File: src/rtl/traj_trail_overlay.sv
// traj_trail_overlay: draws an outlined tracking box at the newest tracked point
// and a fading trail of square markers at the last DEPTH points, over the
// incoming VGA colour stream. Point updates are committed only at pixel (0,0),
// so a frame never shows a half-updated box or trail.
//
// Point strobe: i_pointVAL is a one-cycle qualifier with no back-pressure.
// Every strobe is accepted. A later strobe replaces an earlier one that has not
// been committed yet.
module traj_trail_overlay #(
    parameter int          DEPTH     = 8,
    parameter int          BOX_H     = 40,
    parameter int          BOX_V     = 40,
    parameter int          LINE_W    = 2,
    parameter int          MARK_W    = 1,
    parameter logic [29:0] BOX_COLOR = 30'h000C8000,
    parameter logic [9:0]  TRAIL_G   = 10'd800,
    parameter logic [9:0]  FADE_STEP = 10'd96
) (
    input  logic                     i_clk,
    input  logic                     i_rst_n,
    input  logic [29:0]              i_color,
    input  logic [9:0]               i_h,
    input  logic [9:0]               i_v,
    input  logic                     i_rendering,
    input  logic [9:0]               i_pointH,
    input  logic [9:0]               i_pointV,
    input  logic                     i_pointVAL,
    input  logic [1:0]               i_mode,
    input  logic                     i_clear,
    output logic [29:0]              o_color,
    output logic                     o_rendering,
    output logic [$clog2(DEPTH):0]   o_count
);

    localparam int PW = $clog2(DEPTH);
    localparam int CW = PW + 1;

    localparam logic [PW-1:0] PTR_ONE = PW'(1);
    localparam logic [CW-1:0] CNT_ONE = CW'(1);
    localparam logic [CW-1:0] CNT_MAX = CW'(DEPTH);

    localparam logic [10:0] LW11 = 11'(LINE_W);
    localparam logic [10:0] BH11 = 11'(BOX_H);
    localparam logic [10:0] BV11 = 11'(BOX_V);
    localparam logic [10:0] MW11 = 11'(MARK_W);

    // History ring and the pending (not yet committed) point
    logic [PW-1:0]    wr_ptr;
    logic             pend;
    logic [9:0]       pend_h;
    logic [9:0]       pend_v;
    logic [DEPTH-1:0] ent_val;
    logic [9:0]       ent_h [DEPTH];
    logic [9:0]       ent_v [DEPTH];

    logic             commit;
    logic             do_write;
    logic [9:0]       wr_h;
    logic [9:0]       wr_v;

    // Lower bound that stops at zero instead of wrapping
    function automatic logic [10:0] sat_sub(input logic [10:0] a, input logic [10:0] b);
        return (a >= b) ? (a - b) : 11'd0;
    endfunction

    function automatic logic in_rng(input logic [10:0] x, input logic [10:0] lo,
                                    input logic [10:0] hi);
        return (x >= lo) && (x <= hi);
    endfunction

    // Green level for a marker of the given age, floored at zero
    function automatic logic [9:0] fade_g(input int age);
        int g;
        g = int'(TRAIL_G) - age * int'(FADE_STEP);
        return (g < 0) ? 10'd0 : g[9:0];
    endfunction

    // A same-cycle strobe takes precedence over the pending point at commit
    assign commit   = (i_h == 10'd0) && (i_v == 10'd0);
    assign do_write = commit && !i_clear && (pend || i_pointVAL);
    assign wr_h     = i_pointVAL ? i_pointH : pend_h;
    assign wr_v     = i_pointVAL ? i_pointV : pend_v;

    // Point capture, commit into the ring, and clear
    always_ff @(posedge i_clk) begin
        if (!i_rst_n) begin
            wr_ptr  <= '0;
            pend    <= 1'b0;
            pend_h  <= '0;
            pend_v  <= '0;
            ent_val <= '0;
            o_count <= '0;
            for (int i = 0; i < DEPTH; i++) begin
                ent_h[i] <= '0;
                ent_v[i] <= '0;
            end
        end else if (i_clear) begin
            wr_ptr  <= '0;
            pend    <= 1'b0;
            ent_val <= '0;
            o_count <= '0;
        end else if (do_write) begin
            ent_h[wr_ptr]   <= wr_h;
            ent_v[wr_ptr]   <= wr_v;
            ent_val[wr_ptr] <= 1'b1;
            wr_ptr          <= wr_ptr + PTR_ONE;
            pend            <= 1'b0;
            if (o_count != CNT_MAX) begin
                o_count <= o_count + CNT_ONE;
            end
        end else if (i_pointVAL) begin
            pend   <= 1'b1;
            pend_h <= i_pointH;
            pend_v <= i_pointV;
        end
    end

    // Box geometry around the newest entry, in 11-bit space so edges never wrap
    logic [PW-1:0] new_idx;
    logic [10:0]   h11, v11, bx_h, bx_v;
    logic          span_v, span_h, edge_l, edge_r, edge_t, edge_b, box_hit;

    assign new_idx = wr_ptr - PTR_ONE;
    assign h11     = {1'b0, i_h};
    assign v11     = {1'b0, i_v};
    assign bx_h    = {1'b0, ent_h[new_idx]};
    assign bx_v    = {1'b0, ent_v[new_idx]};

    assign span_v  = in_rng(v11, sat_sub(bx_v, LW11), bx_v + BV11 + LW11);
    assign span_h  = in_rng(h11, sat_sub(bx_h, LW11), bx_h + BH11 + LW11);
    assign edge_l  = span_v && in_rng(h11, sat_sub(bx_h, LW11), bx_h + LW11);
    assign edge_r  = span_v && in_rng(h11, sat_sub(bx_h + BH11, LW11), bx_h + BH11 + LW11);
    assign edge_t  = span_h && in_rng(v11, sat_sub(bx_v, LW11), bx_v + LW11);
    assign edge_b  = span_h && in_rng(v11, sat_sub(bx_v + BV11, LW11), bx_v + BV11 + LW11);
    assign box_hit = ent_val[new_idx] && (edge_l || edge_r || edge_t || edge_b);

    // Trail markers: scan oldest to newest so the youngest hit overwrites older ones
    logic          trail_hit;
    logic [9:0]    trail_g;
    logic [PW-1:0] t_idx;
    logic [10:0]   t_h, t_v;

    always_comb begin
        trail_hit = 1'b0;
        trail_g   = '0;
        t_idx     = '0;
        t_h       = '0;
        t_v       = '0;
        for (int a = DEPTH - 1; a >= 0; a--) begin
            t_idx = wr_ptr - PTR_ONE - PW'(a);
            t_h   = {1'b0, ent_h[t_idx]};
            t_v   = {1'b0, ent_v[t_idx]};
            if (ent_val[t_idx] &&
                in_rng(h11, sat_sub(t_h, MW11), t_h + MW11) &&
                in_rng(v11, sat_sub(t_v, MW11), t_v + MW11)) begin
                trail_hit = 1'b1;
                trail_g   = fade_g(a);
            end
        end
    end

    // Overlay priority: blanking/passthrough, then box, then trail, then input
    logic [29:0] color_next;

    always_comb begin
        color_next = i_color;
        if (i_rendering && (i_mode != 2'd0)) begin
            if (i_mode[0] && box_hit) begin
                color_next = BOX_COLOR;
            end else if (i_mode[1] && trail_hit) begin
                color_next = {10'd0, trail_g, 10'd0};
            end
        end
    end

    // One-cycle output register for colour and the rendering flag
    always_ff @(posedge i_clk) begin
        if (!i_rst_n) begin
            o_color     <= '0;
            o_rendering <= 1'b0;
        end else begin
            o_color     <= color_next;
            o_rendering <= i_rendering;
        end
    end

endmodule

File: config.mk
export PLATFORM = sky130hd
export DESIGN_NAME = traj_trail_overlay
export DESIGN_NICKNAME = d
export VERILOG_FILES = /design/src/rtl/traj_trail_overlay.sv
export SDC_FILE = /design/constraint.sdc
export NUM_CORES = 1
export LEC_CHECK = 0
export BUFFER_PORTS_ARGS = -buffer_cell sky130_fd_sc_hd__buf_2
export CAP_MARGIN = 20
export CORE_ASPECT_RATIO = 0.5
export CORE_UTILIZATION = 25
export DETAILED_ROUTE_END_ITERATION = 7
export PLACE_DENSITY = 0.44
export SLEW_MARGIN = 5
export SYNTH_ARGS = -nofsm -noshare
export SYNTH_HDL_FRONTEND = slang
export SYNTH_SLANG_ARGS = --single-unit
File: constraint.sdc
create_clock -name i_clk -period 8.5 [get_ports i_clk]
set_input_delay 0.85 -clock i_clk [delete_from_list [all_inputs] [get_ports i_clk]]
set_output_delay 0.85 -clock i_clk [all_outputs]
set_load 0.05 [all_outputs]
==> run summary <==
Status: finished clean
# hold bufs at CTS: 0
CORE AREA: 132000 sq um
Critical Path Sink Type: flip-flop
Drt wl/cell: 24.79 microns
IO Pins: 112
DR DRC count: 0
Via count: 31430
Total nets after synthesis: 4366
H-tree Lvls: 1
Slew @ Worst Pin: 1.217 ns
Initial antenna violation count: 6
Clock-pin slew on the worst setup and hold paths: 0.06 ns
NumNets Final: 4443
Dpl cells: 5646
Req. time, crit path: 9.00 ns
Die width: 518.7 microns
WL final: 141.2 mm
N_diodes: 0
Max Used Layer: met5
WP data arrival: 8.20 ns
Pin count of the biggest net entering global routing: 109
Global-route wire length before repair: 204.1 mm
Worst hold path class: in -> reg
Max Transition Viols Final: 0
Final setup fails: 0
CTS-repair resized insts: 0
Critical Setup Path Class: reg -> reg
Root buf cell: clkbuf_16
Mapped cell area: 33370 sq um
Antenna Nets Post-Route: 0
Cells after synthesis: 3822
Tcrit/Tclk final: 0.9067
Full die area: 135000 sq um
Number of distinct library cells after synthesis: 100
Total setup buffers inserted after CTS: 0
Max-cap violations: 0
Initial Util: 0.2529
Core Rows: 94
Max Clk Rate: 129.7 MHz
DRT Pass-1 Iters: 5
Metal2 WL: 57.98 mm
Fin Setup TNS: 0 ns
Hold Vio Cnt, Final: 0
CTS tree: done
Register area share after synthesis: 0.1842
GRT Overall Usage: 0.2019
Skew final: 0.03972 ns
Slew margin rel.: 0.1875
Area Growth Syn to Fin: 10.97%
Layout Cells excl Fill: 5695
Async set-or-reset flop fraction in the synthesized netlist: 0
Met3 WL: 12.98 mm
Chip height: 260.3 microns
Fill cells: 14050
DRT iter0 DRCs: 3364
Seq cells post-synth: 227
Crit-path max FO: 40
Gpl congestion: 0.9906
Number of flops mapped to enable cells by yosys: 160
Congestion Overflow GR: 0
I/O Buffers: 111
Drt via density: 5.519
Power density cells: 100.9 nW/um^2
Worst-Skew Late Latency: 0.59 ns
Total CTS buffers: 27
Vias in the first global route: 29640
Share of cells above drive strength 1: 0.1314
Startpoint types: flip-flop
Clock Sinks: 227
Synth Warn #: 0
Avg Cell Area, Syn: 8.731 sq um
Main synth FF type: edfxtp_1
Post-route minimum period: 7.707 ns
Static Leakage: 0.01462 uW
RSZ-0062 raised after global routing: false
Final HPWL DP: 111.4 mm
Wire length on met1: 67.24 mm
Longest Clk Path Bufs: 3
Peak VDD IR: 115.0 uV
-- through the flow --
step                hold slack, ns    util  setup WS, ns  instance area (sq um)  total power [uW]
finish                      0.4700  0.2806        0.7927                  37030              3736
global route                0.4585  0.2806        0.3765                  37030              3930
CTS                         0.4431  0.2806        0.9330                  37030              3749
detailed placement          0.4791  0.2736        0.9237                  36100              2517
global placement            0.4785  0.2734        0.6476                  36080              2499
floorplan                   0.4488       -         1.181                  33370              2064
-- state kept, by name, summed over array words and instances, names as in the netlist, 3 cells and up --
name	cells
ent_h	80
ent_v	80
o_color	30
pend_h	10
pend_v	10
ent_val	8
o_count	4
wr_ptr	3
-- worst paths after layout --
path,start,end,slack (ns),cells after the start
worst min register to register,ent_val[7]$_SDFFE_PP0P_,ent_val[7]$_SDFFE_PP0P_,0.49,2
worst min-delay path,i_color[10],o_color[10]$_SDFF_PN0_,0.47,3
worst max-delay path,wr_ptr[0]$_SDFFE_PP0P_,o_color[17]$_SDFF_PN0_,0.79,27
worst max register to register,wr_ptr[0]$_SDFFE_PP0P_,o_color[17]$_SDFF_PN0_,0.79,27
-- final cells by class --
cell class	count	area, sq um	share of cell area
clock buffer	37	769.5	0.02078
multi-input combinational	3318	25970	0.7014
clock inverter	12	157.7	0.004257
sequential	227	6151	0.1661
timing repair buffer	197	1276	0.03446
inverter	128	480.5	0.01297
tap	1776	2222	0.06001
-- cells by family (layout without fill, tap and decap cells) --
kind of cell	Yosys count	count (layout)	synth area share
AO/OA/AOI/OAI	722	722	0.1431
XOR/XNOR	266	266	0.07233
adder cells (fa/ha/maj)	467	467	0.1751
buffers and inverters	277	374	0.03847
flip-flops	227	227	0.1842
multiplexers	373	373	0.1772
AND/OR/NAND/NOR	1490	1490	0.2096
-- cells in the mapped netlist (all sizes together), types with 13 or more instances --
cell type	number	area (sq um)
a2111oi	13	120.1
dfxtp	67	1341
nand2b	41	256.5
o211ai	28	220.2
nor3b	15	112.6
xnor2	152	1339
a211oi	59	468.0
or3	34	212.7
xor2	110	982.2
nand3b	16	136.4
clkbuf	58	217.7
o31ai	20	150.1
a31oi	32	200.2
o21ai	153	765.7
o21a	48	360.4
o22ai	21	131.4
nand4	48	300.3
a21oi	177	885.9
mux4	166	3739
and2	33	206.5
nor3	143	720.7
and3	34	212.7
nor4	32	231.5
nand3	131	655.6
inv	126	473.0
a21o	61	457.9
buf	91	585.6
mux2	35	394.1
nor2	449	1713
nor2b	47	294.0
mux2i	172	1782
edfxtp	160	4805
ha	467	5843
nand2	425	1595
-- cell usage in the layout (no fill, tap or decap), types with 80 or more instances in the layout --
cell      instances
nand3_1         131
xor2_1          109
nor3_1          142
a21oi_1         177
mux2i_1         163
nor2_1          438
inv_1           123
nand2_1         425
mux4_2          166
ha_1            466
o21ai_0         153
edfxtp_1        160
buf_4            80
buf_2           111
xnor2_1         150
-- power by group --
part           switching, uW  internal [uW]
sequential              79.3           1230
clock                    490            728
combinational            760            448
-- layer usage --
metal | up-vias | track usage
met5 | - | 0
met4 | 4 | 0.04175
li1 | 14430 | -
met2 | 1298 | 0.2976
met1 | 15540 | 0.2968
met3 | 151 | 0.04550
-- worst max-delay path: stages (launching register included) --
cell       delay (ns)
dfxtp_4          0.57
clkinv_1         0.21
ha_4             0.77
buf_12           0.32
buf_4            0.31
mux4_2           0.37
mux2i_1          0.13
buf_4            0.17
inv_1            0.16
ha_1             0.40
nand2b_1         0.29
nand4_1          0.12
a21o_1           0.24
or4b_2           0.74
inv_1            0.11
nor2_1           0.05
ha_1             0.29
nand2b_1         0.14
a21oi_1          0.14
nor2b_1          0.05
o21ai_0          0.15
a21oi_1          0.08
o211ai_1         0.16
a21oi_1          0.08
o211a_1          0.26
o21ai_0          0.47
o2111ai_1        0.45
o32ai_1          0.38
(Power assumes the default switching activity.)
